**src/rtl/shift_seq_pkg.sv**
```systemverilog
// Shared types and limits for the shift-chain sequencer.
package shift_seq_pkg;

   localparam int unsigned SHIFT_SEQ_WMIN = 2;
   localparam int unsigned SHIFT_SEQ_WMAX = 32;

   typedef enum logic [1:0] {
      StIdle  = 2'd0,
      StShift = 2'd1,
      StFin   = 2'd2
   } shift_seq_state_e;

endpackage

```
**src/rtl/shift_seq_ctrl_if.sv**
```systemverilog
// Host/chain signal bundle for shift_seq_ctrl; master = host side, slave = sequencer.
interface shift_seq_ctrl_if #(
   parameter int unsigned WIDTH = 8
);
   logic             START;
   logic [WIDTH-1:0] DIN;
   logic             SI;
   logic             SD;
   logic             SE;
   logic             BUSY;
   logic             DONE;
   logic [WIDTH-1:0] DOUT;
   logic             PAR;

   modport master (
      output START, DIN, SI,
      input  SD, SE, BUSY, DONE, DOUT, PAR
   );

   modport slave (
      input  START, DIN, SI,
      output SD, SE, BUSY, DONE, DOUT, PAR
   );
endinterface

```
**src/rtl/shift_seq_bitcnt.sv**
```systemverilog
// Bit counter for shift_seq_ctrl; flags the last bit and wraps to 0 when stepped past it.
module shift_seq_bitcnt #(
   parameter int unsigned WIDTH = 8
) (
   input  logic clk_i,
   input  logic rst_i,
   input  logic clr_i,
   input  logic inc_i,
   output logic term_o
);
   localparam int unsigned CntW = $clog2(WIDTH);

   logic [CntW-1:0] cnt_q, cnt_d;

   assign term_o = (cnt_q == CntW'(WIDTH - 1));

   always_comb begin
      cnt_d = cnt_q;
      if (clr_i) begin
         cnt_d = '0;
      end else if (inc_i) begin
         // Explicit wrap keeps non-power-of-two widths correct
         cnt_d = term_o ? '0 : cnt_q + CntW'(1);
      end
   end

   always_ff @(posedge clk_i or posedge rst_i) begin
      if (rst_i) begin
         cnt_q <= '0;
      end else begin
         cnt_q <= cnt_d;
      end
   end
endmodule

```
**src/rtl/shift_seq_ctrl.sv**
```systemverilog
// LSB-first serializer/capturer for a dff shift chain.
// Optional parity on the captured word when SHIFT_SEQ_PARITY_EN is defined.
module shift_seq_ctrl
   import shift_seq_pkg::*;
#(
   parameter int unsigned WIDTH = 8
) (
   input logic              C,
   input logic              R,
   shift_seq_ctrl_if.slave  bus
);
   shift_seq_state_e state_q, state_d;
   logic [WIDTH-1:0] shadow_q, shadow_d;
   logic [WIDTH-1:0] cap_q, cap_d;
   logic [WIDTH-1:0] dout_q, dout_d;
   logic             cnt_clr, cnt_inc, cnt_term;

   shift_seq_bitcnt #(
      .WIDTH (WIDTH)
   ) u_bitcnt (
      .clk_i  (C),
      .rst_i  (R),
      .clr_i  (cnt_clr),
      .inc_i  (cnt_inc),
      .term_o (cnt_term)
   );

   always_comb begin
      state_d  = state_q;
      shadow_d = shadow_q;
      cap_d    = cap_q;
      dout_d   = dout_q;
      cnt_clr  = 1'b0;
      cnt_inc  = 1'b0;
      case (state_q)
         StIdle: begin
            if (bus.START) begin
               shadow_d = bus.DIN;
               cnt_clr  = 1'b1;
               state_d  = StShift;
            end
         end
         StShift: begin
            shadow_d = shadow_q >> 1;
            cap_d    = {bus.SI, cap_q[WIDTH-1:1]};
            cnt_inc  = 1'b1;
            if (cnt_term) begin
               // Publish only complete words so an abort never exposes a partial capture
               dout_d  = cap_d;
               state_d = StFin;
            end
         end
         StFin:   state_d = StIdle;
         default: state_d = StIdle;
      endcase
   end

   always_ff @(posedge C or posedge R) begin
      if (R) begin
         state_q  <= StIdle;
         shadow_q <= '0;
         cap_q    <= '0;
         dout_q   <= '0;
      end else begin
         state_q  <= state_d;
         shadow_q <= shadow_d;
         cap_q    <= cap_d;
         dout_q   <= dout_d;
      end
   end

   assign bus.SE   = (state_q == StShift);
   assign bus.SD   = (state_q == StShift) & shadow_q[0];
   assign bus.BUSY = (state_q == StShift) | (state_q == StFin);
   assign bus.DONE = (state_q == StFin);
   assign bus.DOUT = dout_q;

`ifdef SHIFT_SEQ_PARITY_EN
   logic acc_q, acc_d, par_q, par_d;

   always_comb begin
      acc_d = acc_q;
      par_d = par_q;
      if (state_q == StIdle && bus.START) begin
         acc_d = 1'b0;
      end else if (state_q == StShift) begin
         acc_d = acc_q ^ bus.SI;
         if (cnt_term) begin
            par_d = acc_d;
         end
      end
   end

   always_ff @(posedge C or posedge R) begin
      if (R) begin
         acc_q <= 1'b0;
         par_q <= 1'b0;
      end else begin
         acc_q <= acc_d;
         par_q <= par_d;
      end
   end

   assign bus.PAR = par_q;
`else
   assign bus.PAR = 1'b0;
`endif
endmodule

```
**src/flat_wrapper.sv**
```systemverilog
// flat-port wrapper written by rule: the top's interface ports become plain ports
module shift_seq_ctrl_flat import shift_seq_pkg::*;
#(
   parameter int unsigned WIDTH = 8
)
  (C, R, bus_START, bus_DIN, bus_SI, bus_SD, bus_SE, bus_BUSY, bus_DONE, bus_DOUT, bus_PAR);
  shift_seq_ctrl_if #(.WIDTH(WIDTH)) bus_i ();
  input logic C;
  input logic R;
  input wire logic [$bits(bus_i.START)-1:0] bus_START;
  input wire logic [$bits(bus_i.DIN)-1:0] bus_DIN;
  input wire logic [$bits(bus_i.SI)-1:0] bus_SI;
  output wire logic [$bits(bus_i.SD)-1:0] bus_SD;
  output wire logic [$bits(bus_i.SE)-1:0] bus_SE;
  output wire logic [$bits(bus_i.BUSY)-1:0] bus_BUSY;
  output wire logic [$bits(bus_i.DONE)-1:0] bus_DONE;
  output wire logic [$bits(bus_i.DOUT)-1:0] bus_DOUT;
  output wire logic [$bits(bus_i.PAR)-1:0] bus_PAR;
  assign bus_i.START = bus_START;
  assign bus_i.DIN = bus_DIN;
  assign bus_i.SI = bus_SI;
  assign bus_SD = bus_i.SD;
  assign bus_SE = bus_i.SE;
  assign bus_BUSY = bus_i.BUSY;
  assign bus_DONE = bus_i.DONE;
  assign bus_DOUT = bus_i.DOUT;
  assign bus_PAR = bus_i.PAR;
  shift_seq_ctrl #(.WIDTH(WIDTH)) u_core (.C(C), .R(R), .bus(bus_i));
endmodule
```
**config.mk**
```make
export PLATFORM = sky130hd
export DESIGN_NAME = shift_seq_ctrl_flat
export DESIGN_NICKNAME = d
export VERILOG_FILES = /design/src/rtl/shift_seq_pkg.sv /design/src/rtl/shift_seq_ctrl_if.sv /design/src/rtl/shift_seq_bitcnt.sv /design/src/rtl/shift_seq_ctrl.sv /design/src/flat_wrapper.sv
export SDC_FILE = /design/constraint.sdc
export NUM_CORES = 1
export LEC_CHECK = 0
export ABC_AREA = 0
export ABC_CLOCK_PERIOD_IN_PS = 1450
export CAP_MARGIN = 20
export CORE_ASPECT_RATIO = 1.75
export CORE_UTILIZATION = 46
export DETAILED_ROUTE_END_ITERATION = 8
export PLACE_DENSITY = 0.82
export RECOVER_POWER = 100
export SLEW_MARGIN = 40
export SYNTH_ARGS = -nofsm -noshare
export SYNTH_HDL_FRONTEND = slang
export SYNTH_SLANG_ARGS = --single-unit
```
**constraint.sdc**
```tcl
create_clock -name C -period 1.45 [get_ports C]
set_input_delay 0.29 -clock C [delete_from_list [all_inputs] [get_ports C]]
set_output_delay 0.29 -clock C [all_outputs]
set_load 0.01 [all_outputs]
```
# Word-level counts from Yosys, hierarchy flattened
# Cells that the tools add are included.
# word_totals
out_inout_bits	13
reg_bits	29
wordCells	30
input_bits	12
# op_classes
n_eq_ne	5
bitwise	2
muxes	11
reduce_logical	6
addsub	1
# ops
op	count
$pmux W8 S2	1
$mux W3	3
$mux W8	1
$reduce_and A2 Y1	3
$mux W2	2
$pmux W2 S2	1
$reduce_bool A2 Y1	2
$add A3 B1 Y3 const B	1
$eq A3 B3 Y1 const B	1
$mux W1	3
$eq A2 B1 Y1 const B	1
$eq A2 B2 Y1 const B	1
$logic_not A2 Y1	1
$ne A2 B1 Y1 const B	1
$ne A2 B2 Y1 const B	1
$and A1 B1 Y1	1
$or A1 B1 Y1	1

# Depth between registers and ports, before layout
# logic_depth
word_depth	4
ltp_mapped	7

# Cells and area by module
# A second synthesis with hierarchy kept.
# unflattened
hier_cells	99
area_unflattened_um2	1301.2
# by_module_without_submodules
mod	cells_per_inst	area_per_inst_um2	n_inst
shift_seq_ctrl	86	1146.1	1
shift_seq_bitcnt	13	155.1	1

# Worst setup path after synthesis
# OpenSTA, ideal clock, no wires.
# synth_timing
path_type	flip-flop to flip-flop
startpoint	register u_core.state_q[0]
endpoint	register u_core.shadow_q[1]
path_stages_with_launch	8
slack_ns	-0.079
path_buffers	2
t_arrival_ns	1.435
setup_ns	0.094
period_less_slack_ns	1.529
required_time_ns	1.356
cell_sequence	dfrtp_1 inv_1 ha_1 nand2b_1 buf_6 and2_4 buf_6 a221oi_2
# synth_via
elab_chain_cells	3
elab_cells_between_ends	6
cone_classes	2 x eq/ne; 1 x mux; 3 x reduce/logical
# synth_lines
item	line	text
start, declared	shift_seq_ctrl.sv:12	shift_seq_state_e state_q, state_d;
start signal, assigned	shift_seq_ctrl.sv:60	state_q <= StIdle;
start signal, assigned	shift_seq_ctrl.sv:65	state_q <= state_d;
$eq A2 B1 Y1 / $logic_not A2 Y1 (equally long branches)	shift_seq_ctrl.sv:35	case (state_q)
$reduce_bool A2 Y1 (no source line) / $ne A2 B2 Y1 (equally long branches)	n/a	
$reduce_and A2 Y1 (no source line)	n/a	
end signal, assigned	shift_seq_ctrl.sv:66	shadow_q <= shadow_d;
end, declared	shift_seq_ctrl.sv:13	logic [WIDTH-1:0] shadow_q, shadow_d;
# Parallel ways exist; a longest one is shown, timed or not.
# A chain may end at the register's enable or synchronous reset.

# Worst setup path in the final report
# layout_timing
startpoint	register u_core.state_q[1]
endpoint	output port bus_BUSY
# layout_via
elab_chain_cells	2
elab_cells_between_ends	3
cone_classes	2 x eq/ne; 1 x bitwise
# layout_lines
item	line	text
$eq A2 B1 Y1 / $eq A2 B2 Y1 (equally long branches)	shift_seq_ctrl.sv:74	assign bus.BUSY = (state_q == StShift) | (state_q == StFin);
$or A1 B1 Y1 *	shift_seq_ctrl.sv:74	
end, declared	flat_wrapper.sv:15	output wire logic [$bits(bus_i.BUSY)-1:0] bus_BUSY;
# Every way passes the cells marked *; elsewhere a longest branch is shown, timed or not.

==> flow_metrics.env <==
export IMPL_grt_pass1_vias=1028
export IMPL_rsz0062_at_grt="yes"
export IMPL_routedWlPerCell_um=15.40
export IMPL_fin_ws_ns=-0.04880
export IMPL_grt_max_degree=29
export IMPL_port_buffers=23
export IMPL_hpwlAfterDp_um=1843
export IMPL_drc_errors=0
export IMPL_worstPathRequired_ns=1.16
export IMPL_endpoint_kind="output port"
export IMPL_cts_buffers=3
export IMPL_final_common_cell="dfrtp_1"
export IMPL_antenna_found_initial=0
export IMPL_worst_pin_slew_ns=0.6932
export IMPL_hold_buffers=0
export IMPL_leakage_nw=0.8984
export IMPL_synthDistinctLibCells=23
export IMPL_crit_arrival_ns=1.21
export IMPL_rr_startpoint="u_core.state_q[0]$_DFFE_PP0P_"
export IMPL_gr_usage_all_layers=0.1869
export IMPL_place_congestion=0.8308
export IMPL_vias=962
export IMPL_synth_warnings=0
export IMPL_holdCritStartpoint="u_core.bus.DOUT[2]$_DFFE_PP0P_"
export IMPL_grt_pass1_wl_um=4533
export IMPL_clkSinkCount=28
export IMPL_die_h_um=73.64
export IMPL_synth_edff_count=0
export IMPL_startpoint_type="register"
export IMPL_critPathKind="register to output port"
export IMPL_placed_area_um2=1674
export IMPL_final_area_um2=1841
export IMPL_maxSlewViolCount=0
export IMPL_drtAntennaViolNets=0
export IMPL_clk_latency_ns=0.27
export IMPL_pin_count=25
export IMPL_dr_pass1_iters=4
export IMPL_crit_start="u_core.state_q[1]$_DFFE_PP0P_"
export IMPL_dieArea_um2=3162
export IMPL_holdWs_ns=0.5074
export IMPL_yosysSeqAreaShare=0.5195
export IMPL_wl_um=2665
export IMPL_clock_path_buffers=2
export IMPL_netlist_area_um2=1349
export IMPL_violations="negative setup slack"
export IMPL_cap_violations=0
export IMPL_syn_inst=106
export IMPL_min_period_ns=1.499
export IMPL_avgSynthCellArea_um2=12.72
export IMPL_crit_path_max_fanout=3
export IMPL_synthFlopType="dfrtp_1"
export IMPL_hp_class="register to register"
export IMPL_n_antenna_cell=0
export IMPL_setup_violations=4
export IMPL_fin_util=0.6686
export IMPL_die_w_um=42.94
export IMPL_finalHoldViolations=0
export IMPL_outcome="finished, violations left"
export IMPL_start_util=0.4900
export IMPL_fmax_mhz=667.2
export IMPL_fin_nets=166
export IMPL_ctsRootBufferMaster="clkbuf_8"
export IMPL_area_growth_pct=36.46
export IMPL_synth_nets=125
export IMPL_placementRows=25
export IMPL_grt_ovfl_total=0
export IMPL_htree_levels=1
export IMPL_vias_per_cell=5.561
export IMPL_post_route_period_util=1.034
export IMPL_clk_pin_slew_ns=0.10
export IMPL_synth_seq_cells=28
export IMPL_cts_tree="built"
export IMPL_core_area_um2=2753
export IMPL_fin_worst_skew_ns=0.008337
export IMPL_mostFrequentLayoutCells="dfrtp_1 (27), mux2_2 (16), buf_4 (14)"
export IMPL_max_vdd_ir_drop_v=0.001301
export IMPL_drive_above_1_share=0.4315
export IMPL_synthArstFlopShare=1.000
export IMPL_power_density_nw_per_um2=2177
export IMPL_drtIter0Drc=12
export IMPL_relSlewSlack=0.5379
-- Yosys cell counts (2+ instances only) --
library cell | n | area [µm²]
a221oi_2 | 7 | 105.1
dfrtp_1 | 28 | 700.7
nand2_1 | 2 | 7.510
nor2_1 | 7 | 26.28
o22ai_1 | 7 | 43.79
inv_1 | 10 | 37.54
a21oi_1 | 4 | 20.02
mux2_2 | 17 | 191.4
buf_6 | 3 | 33.78
mux2i_1 | 2 | 20.02
ha_1 | 7 | 87.58
-- cell families (layout without fill, tap and decap cells) --
logic type / after synthesis / count (layout) / share of synthesized area
mux: 19 / 19 / 0.1568
compound gates: 21 / 21 / 0.1410
simple gates: 14 / 14 / 0.05010
fa+ha+maj: 7 / 7 / 0.06493
buf+inv: 16 / 56 / 0.06493
other cells: 1 / 1 / 0.002780
flops: 28 / 28 / 0.5195
-- flip-flops by register name, summed over array words and instances, names as in the netlist --
| register | cells |
|---|---|
| u_core.bus.DOUT | 8 |
| u_core.cap_q | 7 |
| u_core.shadow_q | 8 |
| u_core.state_q | 2 |
| u_core.u_bitcnt.cnt_q | 3 |
-- worst paths after layout --
path	slack, ns	end	cells after the start
hold reg to reg	0.51	u_core.bus.DOUT[2]$_DFFE_PP0P_	1
setup reg to reg	-0.01	u_core.state_q[0]$_DFFE_PP0P_	5
setup / recovery	-0.05	bus_BUSY	4
max in group asynchronous	0.33	u_core.state_q[0]$_DFFE_PP0P_	3
min in group asynchronous	0.63	u_core.shadow_q[3]$_DFFE_PP0P_	3
hold / removal	0.51	u_core.bus.DOUT[2]$_DFFE_PP0P_	1
-- what timing repair did --
| item | 4_1_cts | 5_1_grt |
|---|---|---|
| gates resized for setup | 30 | 13 |
| setup endpoints to repair | 29 | 22 |
| pin swaps | 1 | 4 |
| setup buffers | 2 | 4 |
-- cell type report --
cell class                 instances  area [µm²]
clock inverter                     1       30.03
clock buffer                       3       41.29
sequential                        28       701.9
timing repair buffer              41       372.9
tap                               27       33.78
inverter                          11       46.29
multi-input combinational         62       614.3
fill                             212       912.1
-- critical path: stages, from the launching register on --
cell     delay (ns)
dfrtp_1        0.41
inv_2          0.11
buf_6          0.11
ha_4           0.19
buf_6          0.11
-- routing by layer --
metal / track usage / vias to the layer above / wire length [µm]
met4: 0.07071 / 0 / 22
met3: 0.01720 / 2 / 81
met2: 0.3384 / 23 / 1457
li1: - / 453 / -
met1: 0.2254 / 484 / 1104
met5: 0 / - / 0
-- report_power, final --
group	switching, mW	total (mW)	internal (mW)	leakage (nW)
registers	0.226	1.33	1.10	0.343
clock network	0.239	0.608	0.369	0.0357
logic	0.895	2.07	1.17	0.520
-- per-stage QoR --
stage                     setup slack [ns]  power, mW  std cells  TNS [ns]
after floorplan                   0.006675      2.537        106         0
after global placement             -0.1258      3.029        163    -1.087
after detailed placement           -0.1538      3.124        163    -1.754
after CTS                         -0.04494      3.815        169  -0.06929
after global routing              -0.08411      4.264        173   -0.3221
final                             -0.04880      4.006        173  -0.09579
(Power assumes the default switching activity.)
